$ cat src/rtl/analog_pkg.sv
// Shared types and helpers for the multi-channel analog scan averager.
package analog_pkg;

    // Scan controller states.
    typedef enum logic [1:0] {
        IDLE   = 2'd0,
        SETTLE = 2'd1,
        ACCUM  = 2'd2
    } state_e;

    // Width of every ADC channel number (request, sample tag, update tag).
    localparam int CH_W = 4;

    // Base bit index of channel k inside the flattened result vector.
    function automatic int ch_slice(input int k, input int sample_w);
        return k * sample_w;
    endfunction

endpackage

$ cat src/rtl/analog_scan_avg_accum.sv
// Sample accumulator: sums 2**AVG_LOG2 samples and presents the truncated mean
// combinationally on the sample that completes the block.
module avg_accum #(
    parameter int SAMPLE_W = 10,
    parameter int AVG_LOG2 = 2
) (
    input  logic                clk,
    input  logic                rst,
    input  logic                clear,
    input  logic                add,
    input  logic [SAMPLE_W-1:0] sample,
    output logic                done,
    output logic [SAMPLE_W-1:0] result
);
    localparam int ACC_W = SAMPLE_W + AVG_LOG2;
    localparam int CNT_W = AVG_LOG2 + 1;
    localparam logic [CNT_W-1:0] CNT_LAST = CNT_W'((1 << AVG_LOG2) - 1);

    logic [ACC_W-1:0] acc_q, acc_d;
    logic [CNT_W-1:0] cnt_q, cnt_d;
    logic [ACC_W-1:0] sum_s;

    // Sum can never overflow: at most 2**AVG_LOG2 full-scale samples.
    assign sum_s  = acc_q + ACC_W'(sample);
    assign done   = add && (cnt_q == CNT_LAST);
    // Upper SAMPLE_W bits of the sum are the mean truncated toward zero.
    assign result = sum_s[ACC_W-1 -: SAMPLE_W];

    // Next-state: clear wins, a completed block restarts itself, otherwise accumulate.
    always_comb begin
        acc_d = acc_q;
        cnt_d = cnt_q;
        if (clear) begin
            acc_d = '0;
            cnt_d = '0;
        end else if (done) begin
            acc_d = '0;
            cnt_d = '0;
        end else if (add) begin
            acc_d = sum_s;
            cnt_d = cnt_q + CNT_W'(1);
        end else begin
            acc_d = acc_q;
            cnt_d = cnt_q;
        end
    end

    // Accumulator and sample counter registers.
    always_ff @(posedge clk) begin
        if (rst) begin
            acc_q <= '0;
            cnt_q <= '0;
        end else begin
            acc_q <= acc_d;
            cnt_q <= cnt_d;
        end
    end

endmodule

$ cat src/rtl/analog_scan_avg.sv
// Round-robin ADC mux scanner: requests each channel in turn, drops settling
// samples after every switch, averages accepted samples and keeps one result
// register per channel.
module analog_scan_avg
    import analog_pkg::*;
#(
    parameter int NUM_CH   = 4,
    parameter int SAMPLE_W = 10,
    parameter int AVG_LOG2 = 2,
    parameter int DISCARD  = 1
) (
    input  logic                       clk,
    input  logic                       rst,
    input  logic                       enable,
    output logic [CH_W-1:0]            channel,
    input  logic                       new_sample,
    input  logic [SAMPLE_W-1:0]        sample,
    input  logic [CH_W-1:0]            sample_channel,
    output logic [NUM_CH*SAMPLE_W-1:0] out_data,
    output logic [NUM_CH-1:0]          out_valid,
    output logic                       update,
    output logic [CH_W-1:0]            update_ch
);
    localparam logic [CH_W-1:0] PTR_LAST  = CH_W'(NUM_CH - 1);
    localparam logic [1:0]      DISC_LAST = 2'(DISCARD - 1);

    state_e                     state_q, state_d;
    logic [CH_W-1:0]            ptr_q, ptr_d;
    logic [1:0]                 disc_q, disc_d;
    logic [NUM_CH*SAMPLE_W-1:0] out_data_q;
    logic [NUM_CH-1:0]          out_valid_q;
    logic                       update_q;
    logic [CH_W-1:0]            update_ch_q;

    logic                       accepted_s;
    logic                       clear_s;
    logic                       add_s;
    logic                       done_s;
    logic [SAMPLE_W-1:0]        result_s;

    // Only strobes tagged with the channel currently requested count; stale ones are dropped.
    assign accepted_s = new_sample && (sample_channel == ptr_q);

    avg_accum #(
        .SAMPLE_W (SAMPLE_W),
        .AVG_LOG2 (AVG_LOG2)
    ) u_accum (
        .clk    (clk),
        .rst    (rst),
        .clear  (clear_s),
        .add    (add_s),
        .sample (sample),
        .done   (done_s),
        .result (result_s)
    );

    // Scan FSM next-state: settle after each switch, then accumulate until a result completes.
    always_comb begin
        state_d = state_q;
        ptr_d   = ptr_q;
        disc_d  = disc_q;
        clear_s = 1'b0;
        add_s   = 1'b0;
        case (state_q)
            IDLE: begin
                clear_s = 1'b1;
                disc_d  = 2'd0;
                if (!enable) begin
                    state_d = IDLE;
                end else if (DISCARD == 0) begin
                    state_d = ACCUM;
                end else begin
                    state_d = SETTLE;
                end
            end
            SETTLE: begin
                if (!enable) begin
                    state_d = IDLE;
                    clear_s = 1'b1;
                    disc_d  = 2'd0;
                end else if (accepted_s) begin
                    if (disc_q == DISC_LAST) begin
                        state_d = ACCUM;
                        clear_s = 1'b1;
                        disc_d  = 2'd0;
                    end else begin
                        disc_d = disc_q + 2'd1;
                    end
                end else begin
                    state_d = SETTLE;
                end
            end
            ACCUM: begin
                add_s = accepted_s;
                if (done_s) begin
                    // A completing sample is kept even if enable fell in the same cycle.
                    disc_d = 2'd0;
                    if (ptr_q == PTR_LAST) begin
                        ptr_d = '0;
                    end else begin
                        ptr_d = ptr_q + CH_W'(1);
                    end
                    if (!enable) begin
                        state_d = IDLE;
                    end else if (DISCARD == 0) begin
                        state_d = ACCUM;
                    end else begin
                        state_d = SETTLE;
                    end
                end else if (!enable) begin
                    // Abort: the partial average is thrown away, the channel is kept.
                    state_d = IDLE;
                    clear_s = 1'b1;
                end else begin
                    state_d = ACCUM;
                end
            end
            default: begin
                state_d = IDLE;
                clear_s = 1'b1;
                disc_d  = 2'd0;
            end
        endcase
    end

    // Control registers: state, channel pointer, settle counter and the update pulse.
    always_ff @(posedge clk) begin
        if (rst) begin
            state_q     <= IDLE;
            ptr_q       <= '0;
            disc_q      <= 2'd0;
            update_q    <= 1'b0;
            update_ch_q <= '0;
        end else begin
            state_q  <= state_d;
            ptr_q    <= ptr_d;
            disc_q   <= disc_d;
            update_q <= done_s;
            if (done_s) begin
                update_ch_q <= ptr_q;
            end else begin
                update_ch_q <= update_ch_q;
            end
        end
    end

    // Per-channel result registers, written in the cycle after the final accepted sample.
    always_ff @(posedge clk) begin
        if (rst) begin
            out_data_q  <= '0;
            out_valid_q <= '0;
        end else begin
            for (int k = 0; k < NUM_CH; k++) begin
                if (done_s && (ptr_q == CH_W'(k))) begin
                    out_data_q[ch_slice(k, SAMPLE_W) +: SAMPLE_W] <= result_s;
                    out_valid_q[k]                               <= 1'b1;
                end
            end
        end
    end

    assign channel   = ptr_q;
    assign out_data  = out_data_q;
    assign out_valid = out_valid_q;
    assign update    = update_q;
    assign update_ch = update_ch_q;

endmodule
$ cat config.mk
export PLATFORM = sky130hd
export DESIGN_NAME = analog_scan_avg
export DESIGN_NICKNAME = d
export VERILOG_FILES = /design/src/rtl/analog_pkg.sv /design/src/rtl/analog_scan_avg_accum.sv /design/src/rtl/analog_scan_avg.sv
export SDC_FILE = /design/constraint.sdc
export NUM_CORES = 1
export LEC_CHECK = 0
export CAP_MARGIN = 20
export CORE_UTILIZATION = 45
export DETAILED_ROUTE_END_ITERATION = 16
export PLACE_DENSITY_LB_ADDON = 0.12
export SYNTH_ARGS = -nofsm -noshare
export SYNTH_HDL_FRONTEND = slang
export SYNTH_SLANG_ARGS = --single-unit
$ cat constraint.sdc
create_clock -name clk -period 5.6 [get_ports clk]
set_clock_uncertainty 0.2 [all_clocks]
set_input_delay 1.12 -clock clk [delete_from_list [all_inputs] [get_ports clk]]
set_output_delay 1.12 -clock clk [all_outputs]
set_load 0.03 [all_outputs]
[Word level (Yosys, flattened, before mapping)]
Index checks and enable logic that the tools add are counted.
Storage, ports and cells
  bits in registers: 72
  input bits: 18
  output and inout port bits: 53
  word-level logic and storage cells: 61
Operators by class
  add/subtract/negate cells: 4
  eq/ne operators: 10
  mux-type cells: 20
  reductions and logical operators: 12
Operator list (count)
  two-way mux 2 bit: 9
  adder 12 x 10 -> 12 bit: 1
  == test 4 x 2 -> 1 bit, second input constant: 2
  two-way mux 1 bit: 7
  logical AND 1 bit: 6
  case mux 2 bit (3 select lines): 1
  adder 4 x 1 -> 4 bit, second input constant: 1
  == test 4 x 1 -> 1 bit, second input constant: 1
  == test 4 bit: 1
  logical NOT 2 bit: 2
  logical NOT 4 bit: 1
  two-way mux 4 bit: 1
  inequality test 4 bit, second input constant: 1
  case mux 2 bit (2 select lines): 1
  AND reduction 2 bit: 2
  adder 3 x 1 -> 3 bit, second input constant: 1
  == test 3 x 2 -> 1 bit, second input constant: 1
  inequality test 3 bit, second input constant: 1
  OR reduction 3 bit: 1
  adder 2 x 1 -> 2 bit, second input constant: 1
  == test 2 x 1 -> 1 bit, second input constant: 1
  == test 2 bit, second input constant: 1
  inequality test 2 bit, second input constant: 1
  case mux 1 bit (2 select lines): 1

[Logic depth before layout (Yosys ltp)]
Gate-level depths: netlist of the first run.
  depth after elaboration: 7
  depth in mapped cells: 8
  mapped depth without buffers: 7

[Hierarchy]
From an unflattened synthesis of the first run, not the netlist that was laid out.
Second synthesis, totals
  cell total of the unflattened synthesis: 423
  area, all modules: 3517.1 um2
Modules (own cells, without submodules)
  analog_scan_avg: times used 1, cells an instance 280, area an instance 2331.0 um2, seq. area each 1141.1 um2
  avg_accum: times used 1, cells an instance 143, area an instance 1186.1 um2, seq. area each 300.3 um2

[Least setup slack after synthesis of the first run]
OpenSTA, ideal clock, no wires.
  path type: in2reg
  start point: input port sample[0]
  end point: register out_data_q[18] (netlist: out_data[18])
  setup time: 132 ps
  data arrival time: 2860 ps
  data required time: 5268 ps
  slack: 2408 ps
  cell stages on the path: 7
  buffers on the path: 0
  path through: ha_1 fa_1 a21o_1 a221oi_2 o221ai_1 xnor2_1 o22ai_1
Between the ends
  cells in the longest elaborated chain, start to end: 1
RTL lines
  start, declared: RTL line analog_scan_avg.sv:17  | input logic [SAMPLE_W-1:0] sample,
  adder 12 x 10 -> 12 bit: RTL line analog_scan_avg_accum.sv:24  | assign sum_s = acc_q + ACC_W'(sample);
  end signal, assigned by index: RTL line analog_scan_avg.sv:155  | out_data_q[ch_slice(k, SAMPLE_W) +: SAMPLE_W] <= result_s;
  end, declared: RTL line analog_scan_avg.sv:30  | logic [NUM_CH*SAMPLE_W-1:0] out_data_q;
No other way between the ends.
A chain may end at the register's enable or synchronous reset.

[Worst setup path in the final report of the first run]
  start point: input port sample[0]
  end point: register out_data_q[8] (netlist: out_data[8])
The elaborated chain is that of the path after synthesis.

==> results of run 1 <==
[state kept, by name (all words and copies together), names as in the netlist]
name and cells:
channel 4, out_valid 4, u_accum.cnt_q 3, disc_q 2
u_accum.acc_q 12, out_data 40, update_ch 4, update 1
state_q 2
[how the worst min path moves through the flow]
stage | start | end | slack, ns | cells after the start
global placement | update_ch[3] | update_ch[3] | 0.24 | 2
detailed placement | u_accum.acc_q[3] | u_accum.acc_q[3] | 0.25 | 2
finish | u_accum.acc_q[3] | u_accum.acc_q[3] | 0.26 | 2
floorplan | u_accum.acc_q[8] | u_accum.acc_q[8] | 0.24 | 1
global route | u_accum.acc_q[3] | u_accum.acc_q[3] | 0.28 | 2
CTS | u_accum.acc_q[3] | u_accum.acc_q[3] | 0.26 | 2
[cell usage in the layout (no fill, tap or decap), drive strengths merged, types with 3 or more instances in the layout]
master	count
a211oi	20
a21o	4
a21oi	24
buf	3
clkbuf	9
clkdlybuf4s50	69
clkinvlp	3
dfxtp	72
ha	22
inv	14
mux2i	18
nand2	37
nand2b	18
nand3	7
nand4	3
nor2	51
nor3	7
o21ai	10
o22ai	12
xnor2	12
xor2	3
[synthesized netlist by cell type (2+ instances only)]
library cell and number:
nor3_1 2, nand3_1 7, a211oi_1 13, buf_2 2, and3_1 2, a22oi_1 2
inv_1 14, dfxtp_1 72, o2bb2ai_1 2, nor3b_1 2, o21ai_0 8, mux2i_1 18
ha_1 22, a211oi_2 7, nor2_1 51, xnor2_1 11, o32ai_1 2, buf_6 4
nand4_1 2, nand2b_1 18, nor3_4 4, a21oi_1 24, a31oi_1 2, o22ai_1 12
and2_1 2, nand2_1 37, o211ai_1 2, o21ai_1 2, buf_4 2, a21o_1 4
clkbuf_1 9, xor2_1 3
[layout make-up]
class / count / area share, %
clock buffer: 9 / 2.775
clock inverter: 7 / 2.159
inverter: 14 / 1.177
multi-input combinational: 277 / 42.89
sequential: 72 / 32.30
tap: 99 / 2.775
timing repair buffer: 72 / 15.92
[logic make-up (layout without fill, tap and decap cells)]
group | after synthesis | count (layout) | synth area share (%)
flip-flops | 72 | 72 | 41.04
XOR/XNOR | 15 | 15 | 3.955
adder cells (fa/ha/maj) | 23 | 23 | 8.407
AO/OA/AOI/OAI | 87 | 87 | 17.78
multiplexers | 18 | 18 | 5.130
AND/OR/NAND/NOR | 134 | 134 | 19.24
buffers and inverters | 31 | 102 | 4.453
[routing by layer]
metal	vias up	GRT usage (%)	wire length, um
li1	1466	-	-
met1	1321	27.60	3856
met2	57	30.79	3673
met3	6	5.219	379
met4	0	7.527	72
met5	-	0	0
[critical path, stage by stage]
cell	delay, ns
clkdlybuf4s50_1	0.40
ha_1	0.23
fa_1	0.45
a21o_1	0.22
a221oi_2	0.38
o221ai_1	0.27
xnor2_1	0.39
o22ai_1	0.13
[through the flow]
stage | total power, W | cells
2_1_floorplan | 0.0005581 | 380
3_3_place_gp | 0.0005792 | 534
3_5_place_dp | 0.0005793 | 534
4_1_cts | 0.001029 | 550
5_1_grt | 0.001065 | 550
6_report | 0.001022 | 550
[where the power goes]
part | switching (W) | internal, W | total (W)
logic | 0.0000324 | 0.0000231 | 0.0000554
registers | 0.000000402 | 0.000512 | 0.000512
clock network | 0.000204 | 0.000251 | 0.000455
total | 0.000237 | 0.000786 | 0.00102
==> impl_metrics.tcl, run 1 <==
set metrics [dict create \
    outcome "finished, final reports clean" \
    cts_tree "done" \
    grt_pass1_wl_um 13170 \
    syn_inst 380 \
    die_w_um 90.35 \
    grt_pass1_vias 2663 \
    clk_pin_slew_worst_paths_ns 0.08 \
    synth_nets 421 \
    finalSetupViolations 0 \
    ant_nets 0 \
    rows 31 \
    final_area_sq_um 4463 \
    syn_to_final_growth_pct 27.08 \
    max_freq_ghz 0.2775 \
    syn_area_sq_um 3512 \
    reg2reg_setup_slack_ns 2.86 \
    ys_warn_count 0 \
    rsz0062_at_grt "no" \
    fin_crit_ns 3.604 \
    cts_sinks 72 \
    ys_ff_latch 72 \
    dieHeight_um 90.35 \
    design.core.area_sq_um 7408 \
    irDropWorstVdd_mv 0.1416 \
    drtIter0Drc 111 \
    syn_area_per_cell_sq_um 9.242 \
    hold_ws_ns 0.2623 \
    reg2regPathDepth 5 \
    holdBufCountCts 0 \
    drive_gt1_share_pct 7.982 \
    hp-class "reg -> reg" \
    fin_tns_setup_ns 0 \
    dieArea_sq_um 8162 \
    yosysTopAreaCell "dfxtp_1" \
    grt_max_degree 64 \
    start_util_pct 47.41 \
    drtPass1Iterations 4 \
    critPathLaunchType "input port" \
    vias_per_cell 5.182 \
    clkLatencyLatePin_ns 0.34 \
    io_buffers 70 \
    drt_drc_violations_left 0 \
    grt_overflow 0 \
    rr_endpoint "out_data[16]" \
    worst_slack_ns 1.996 \
    leakage_nw 1.551 \
    startpoint "sample[0]" \
    end_kind "register" \
    cts_setup_buffers 0 \
    dp_hpwl_um 5591 \
    cp.required_ns 5.59 \
    relSlewSlack_pct 44.67 \
    critPathKind "in -> reg" \
    ios 71 \
    pre_cts_ws_ns 1.684 \
    synth-edff-count 0 \
    yosysUniqueCellTypes 48 \
    synth_top_area_share_pct 41.04 \
    synth_ff_type "dfxtp_1" \
    multi_input_area_sq_um 1914 \
    hold_viol_final 0 \
    nets 487 \
    worstPathMaxFanout 4 \
    drv_cap 0 \
    setup.worst_path.end "out_data[8]" \
    grt.total_usage_pct 20.28 \
    insertedDiodeCount 0 \
    vias 2850 \
    numCtsBuffers 9 \
    synth.top_cells.by_area "dfxtp_1, ha_1, nor2_1" \
    routabilityCongestion 0.8865 \
    slew_violations 0 \
    power.density_nw_per_um2 229.1 \
    cts-root-buf "clkbuf_8" \
    antenna_found_initial 0 \
    seqCellArea_sq_um 1441 \
    final_util_pct 60.24 \
    wl_per_cell_um 14.51 \
    htree_levels 3 \
    cp.arrival_ns 3.60 \
    clockBufferDepth 2 \
    worstMarginPinSlew_ns 0.8272 \
    period_share_pct 64.35 \
    r2r_start "channel[0]" \
    placed_area_sq_um 4243 \
    wl_um 7980 \
    synth-seq-area-share_pct 41.04 \
    cts_resized 0 \
    fillers 667 \
    synthArstFlopShare_pct 0 \
]
Power figures use the tool's default switching activity.
==> run 2, diff against run 1 <==
- clock period: 5.6 -> 3.35 ns (I/O delays scaled with it)
==> run 2 against run 1 <==
Against the previous run:
- clock power is 34% higher
- global-route usage is 0.45 points higher
- critical endpoint is now out_data[28]
- flip-flop and latch count stayed put
==> impl_metrics.tcl, run 2 (synthesis results as in run 1) <==
set metrics [dict create \
    htree_levels 3 \
    syn_to_final_growth_pct 28.07 \
    drv_cap 0 \
    grt_pass1_vias 2782 \
    cp_slowest_cell "fa_1" \
    worstPathMaxFanout 4 \
    cts_tree "done" \
    cts_sinks 72 \
    drive_gt1_share_pct 10.17 \
    min-delay-start "update_ch[3]" \
    holdBufCountCts 0 \
    max_freq_ghz 0.3281 \
    clkLatencyLatePin_ns 0.34 \
    reg2regPathDepth 7 \
    final_util_pct 60.72 \
    final_cell_mix "dfxtp_1, clkdlybuf4s50_1, nor2_1, nand2_1, a21oi_1" \
    outcome "finished, final reports clean" \
    nets 498 \
    routabilityCongestion 0.8088 \
    relSlewSlack_pct 58.15 \
    drtPass1Iterations 5 \
    leakage_nw 1.591 \
    power.density_nw_per_um2 347.3 \
    drt_drc_violations_left 0 \
    max_stage_delay_ns 0.45 \
    dieHeight_um 90.35 \
    cp.arrival_ns 3.06 \
    ios 71 \
    rows 31 \
    largest_reg_flops 40 \
    antenna_found_initial 0 \
    vias_per_cell 5.230 \
    hp-class "reg -> reg" \
    worst-path-buf-inv 1 \
    critPathKind "in -> reg" \
    reg2reg_setup_slack_ns 0.75 \
    cp.required_ns 3.36 \
    worstMarginPinSlew_ns 0.6278 \
    critPathLaunchType "input port" \
    cts_setup_buffers 0 \
    start_util_pct 47.41 \
    clk_pin_slew_worst_paths_ns 0.08 \
    drtIter0Drc 93 \
    numCtsBuffers 9 \
    cts-root-buf "clkbuf_8" \
    dp_hpwl_um 5804 \
    cts_resized 0 \
    wl_per_cell_um 14.47 \
    rsz0062_at_grt "no" \
    grt.total_usage_pct 20.73 \
    crit_chain "clkdlybuf4s50_1 > ha_1 > fa_1 > a21o_1 > a221oi_2 > o221ai_1 > xnor2_1 > o22ai_1" \
    wl_um 8118 \
    rr_endpoint "out_data[28]" \
    design.core.area_sq_um 7408 \
    vias 2934 \
    fin_crit_ns 3.048 \
    dieArea_sq_um 8162 \
    irDropWorstVdd_mv 0.2227 \
    insertedDiodeCount 0 \
    hold_path_depth 2 \
    end_kind "register" \
    layout_commonest_cell "dfxtp_1" \
    die_w_um 90.35 \
    grt_pass1_wl_um 13520 \
    ant_nets 0 \
    r2r_start "u_accum.acc_q[0]" \
    grt_max_degree 63 \
    fin_tns_setup_ns 0 \
    slew_violations 0 \
    hold_end "update_ch[3]" \
    grt_overflow 0 \
    period_share_pct 90.99 \
    io_buffers 70 \
    clockBufferDepth 2 \
    finalSetupViolations 0 \
    hold_viol_final 0 \
    cp_top_family "compound AO/OA/AOI/OAI gates" \
]
## run 2: how the worst max path moves through the flow
stage          depth (start not counted)      endpoint      start
2_1_floorplan                          7  out_data[18]  sample[0]
3_3_place_gp                           8  out_data[18]  sample[0]
3_5_place_dp                           8  out_data[28]  sample[0]
4_1_cts                                8  out_data[28]  sample[0]
5_1_grt                                8  out_data[28]  sample[0]
6_report                               8  out_data[28]  sample[0]
## run 2: per-layer routing
metal | part of all wire [%] | track usage, %
met4 | 0.68 | 9.005
met3 | 5.0 | 4.209
met5 | 0 | 0
met1 | 46 | 27.13
met2 | 48 | 33.08
## run 2: through the flow
stage / std cells / hold slack, ns / total power, W / cell area, sq um / worst slack [ns]
after floorplan: 380 / 0.2363 / 0.0009329 / 3512 / 0.6081
after global placement: 545 / 0.2442 / 0.0009709 / 4325 / 0.06514
after detailed placement: 545 / 0.2521 / 0.0009716 / 4325 / -0.04255
after CTS: 561 / 0.2628 / 0.001577 / 4498 / 0.3027
after global routing: 561 / 0.2842 / 0.001633 / 4498 / 0.2213
final: 561 / 0.2588 / 0.001562 / 4498 / 0.3017
## run 2: worst reg2reg max path: stages (launching register included)
cell	delay (ns)
dfxtp_1	0.32
ha_1	0.22
fa_1	0.45
a21o_1	0.22
a221oi_2	0.31
o221ai_1	0.26
xnor2_1	0.38
o22ai_1	0.12
## run 2: report_power, final
part           leakage (nW)  total [W]  internal, W  switching, W
clock                0.0878   0.000611     0.000284      0.000327
combinational         0.923  0.0000951    0.0000411     0.0000539
sequential            0.580   0.000856     0.000856   0.000000622
## run 2: cell type report
type	instances	area (sq um)
clock buffers	10	137.6
repair buffers	83	793.3
well taps	99	123.9
clock inverters	6	35.03
inverters	14	52.55
flip-flops and latches	72	1441
multi-input cells	277	1914
fillers	658	2910
==> run 3, diff against run 2 <==
- MAX_ROUTING_LAYER: unset -> met4
- SETUP_SLACK_MARGIN: unset -> 0.02
- clock period: 3.35 -> 3.3 ns (I/O delays scaled with it)
==> run 3 against run 2 <==
Against the previous run:
- setup slack improved by 0.089 ns
- cell count rose by 0.36%
- via count fell by 0.41%
- sequential power rose by 2%
- clock power rose by 6.2%
- global-route usage rose by 1.3 points
- flip-flop and latch count did not move
- critical path depth rose by 1
- sequential share of layout area fell by 0.19 points
- total power rose by 3.5%
- critical path type unchanged
- register-to-register slack improved by 0.07 ns
- highest routed layer unchanged
- clock-buffer cell count rose by 3
==> impl_metrics.tcl, run 3 (synthesis results as in run 1) <==
set metrics [dict create \
    nets 500 \
    clk_pin_slew_worst_paths_ns 0.07 \
    final_cell_mix "dfxtp_1, clkdlybuf4s50_1, nor2_1, nand2_1, a21oi_1" \
    finalSetupViolations 0 \
    period_share_pct 88.17 \
    startpoint "sample[0]" \
    drtIter0Drc 120 \
    layout_commonest_cell "dfxtp_1" \
    seqPwrFrac_pct 53.8 \
    grt_max_degree 63 \
    critPathKind "in -> reg" \
    hold_ws_ns 0.2557 \
    p_int_w 0.001243 \
    critPathLaunchType "input port" \
    crit_chain "clkdlybuf4s50_1 > ha_1 > fa_1 > a21o_1 > a221oi_2 > o221ai_1 > xnor2_1 > buf_4 > o22ai_1" \
    fin_crit_ns 2.910 \
    slew_violations 0 \
    syn_to_final_growth_pct 28.82 \
    vias_per_cell 5.190 \
    grt.total_usage_pct 21.98 \
    worstMarginPinSlew_ns 0.6246 \
    r2r_start "u_accum.acc_q[0]" \
    max_freq_ghz 0.3437 \
    power.density_nw_per_um2 357.3 \
    dieHeight_um 90.35 \
    antenna_found_initial 0 \
    htree_levels 3 \
    grt_use_met1_pct 28.38 \
    design.core.area_sq_um 7408 \
    drtPass1Iterations 4 \
    dp_hpwl_um 5941 \
    ios 71 \
    power.switching_w 0.0003734 \
    holdBufCountCts 0 \
    irDropWorstVdd_mv 0.2972 \
    grt_overflow 0 \
    drive_gt1_share_pct 10.34 \
    drv_cap 0 \
    cts_setup_buffers 0 \
    cts-root-buf "clkbuf_8" \
    die_w_um 90.35 \
    cp_top_family "compound AO/OA/AOI/OAI gates" \
    rsz0062_at_grt "no" \
    hp-class "reg -> reg" \
    wl_per_cell_um 14.86 \
    hold_viol_final 0 \
    fin_tns_setup_ns 0 \
    drt_drc_violations_left 0 \
    insertedDiodeCount 0 \
    start_util_pct 47.41 \
    numCtsBuffers 9 \
    min-delay-start "update_ch[2]" \
    dieArea_sq_um 8162 \
    cts_resized 0 \
    outcome "finished, final reports clean" \
    cp.arrival_ns 2.97 \
    power.switching_fraction_pct 23.10 \
    largest_reg_flops 40 \
    use_met2_pct 34.80 \
    io_buffers 70 \
    max_stage_delay_ns 0.40 \
    grt_pass1_wl_um 14000 \
    final_util_pct 61.07 \
    grt_most_used_layer "met2" \
    cp_slowest_cell "clkdlybuf4s50_1" \
    clkPwrFrac_pct 40.1 \
    vias 2922 \
    power_frac_comb_pct 6.1 \
    clkLatencyLatePin_ns 0.34 \
    ant_nets 0 \
    rows 31 \
    cp.required_ns 3.36 \
    worstPathMaxFanout 4 \
    grt_pass1_vias 2877 \
    final_area_sq_um 4524 \
    routabilityCongestion 0.8051 \
    fillers 667 \
    clockBufferDepth 2 \
    placed_area_sq_um 4340 \
    grtUsageMet3_pct 3.704 \
    relSlewSlack_pct 58.36 \
    end_kind "register" \
    wl_um 8366 \
    cts_sinks 72 \
    worst-path-buf-inv 2 \
    cts_tree "done" \
    leakage_nw 1.611 \
]
run 3: changes by cell type in the layout (fill, tap and decap cells not counted):
| cell | change |
|---|---|
| clkinvlp_4 | -2 |
| buf_4 | +2 |
| clkinv_2 | -1 |
| clkbuf_8 | +2 |
| clkbuf_1 | +1 |
run 3: final timing paths:
kind	endpoint	slack, ns	depth (start not counted)
setup / recovery	out_data[18]	0.39	9
hold / removal	update_ch[2]	0.26	2
setup reg to reg	out_data[18]	0.82	8
hold reg to reg	update_ch[2]	0.26	2
run 3: area by class of cell:
class / count / area, sq um / area share [%]
Inverter: 14 / 52.55 / 1.162
Multi-Input combinational cell: 277 / 1914 / 42.31
Sequential cell: 72 / 1441 / 31.86
Tap cell: 99 / 123.9 / 2.738
Clock buffer: 13 / 168.9 / 3.733
Clock inverter: 3 / 15.01 / 0.3319
Timing Repair Buffer: 85 / 808.3 / 17.87
run 3: power groups by stage:
stage                     Combinational, W  Clock, W  Sequential [W]
after floorplan                  0.0000573         0        0.000890
after global placement           0.0000967         0        0.000890
after detailed placement         0.0000974         0        0.000890
after CTS                        0.0000985  0.000663        0.000870
after global routing              0.000107  0.000713        0.000870
final                            0.0000981  0.000649        0.000870
run 3: metal layers:
layer | share of wire (%) | up-vias
met5 | 0 | -
met4 | 1.4 | 0
met3 | 4.3 | 11
met2 | 47 | 77
met1 | 47 | 1345
li1 | - | 1489
run 3: worst reg2reg max path, stage by stage (launching register included):
cell      delay (ns)
dfxtp_1         0.32
ha_1            0.22
fa_1            0.39
a21o_1          0.19
a221oi_2        0.37
o221ai_1        0.27
xnor2_1         0.17
buf_4           0.15
o22ai_1         0.11
run 3: stage by stage:
step / total power (W) / worst slack (ns) / instances
2_1_floorplan: 0.0009470 / 0.5681 / 380
3_3_place_gp: 0.0009865 / 0.1049 / 547
3_5_place_dp: 0.0009874 / 0.06776 / 547
4_1_cts: 0.001631 / 0.4161 / 563
5_1_grt: 0.001689 / 0.2822 / 563
6_report: 0.001616 / 0.3904 / 563
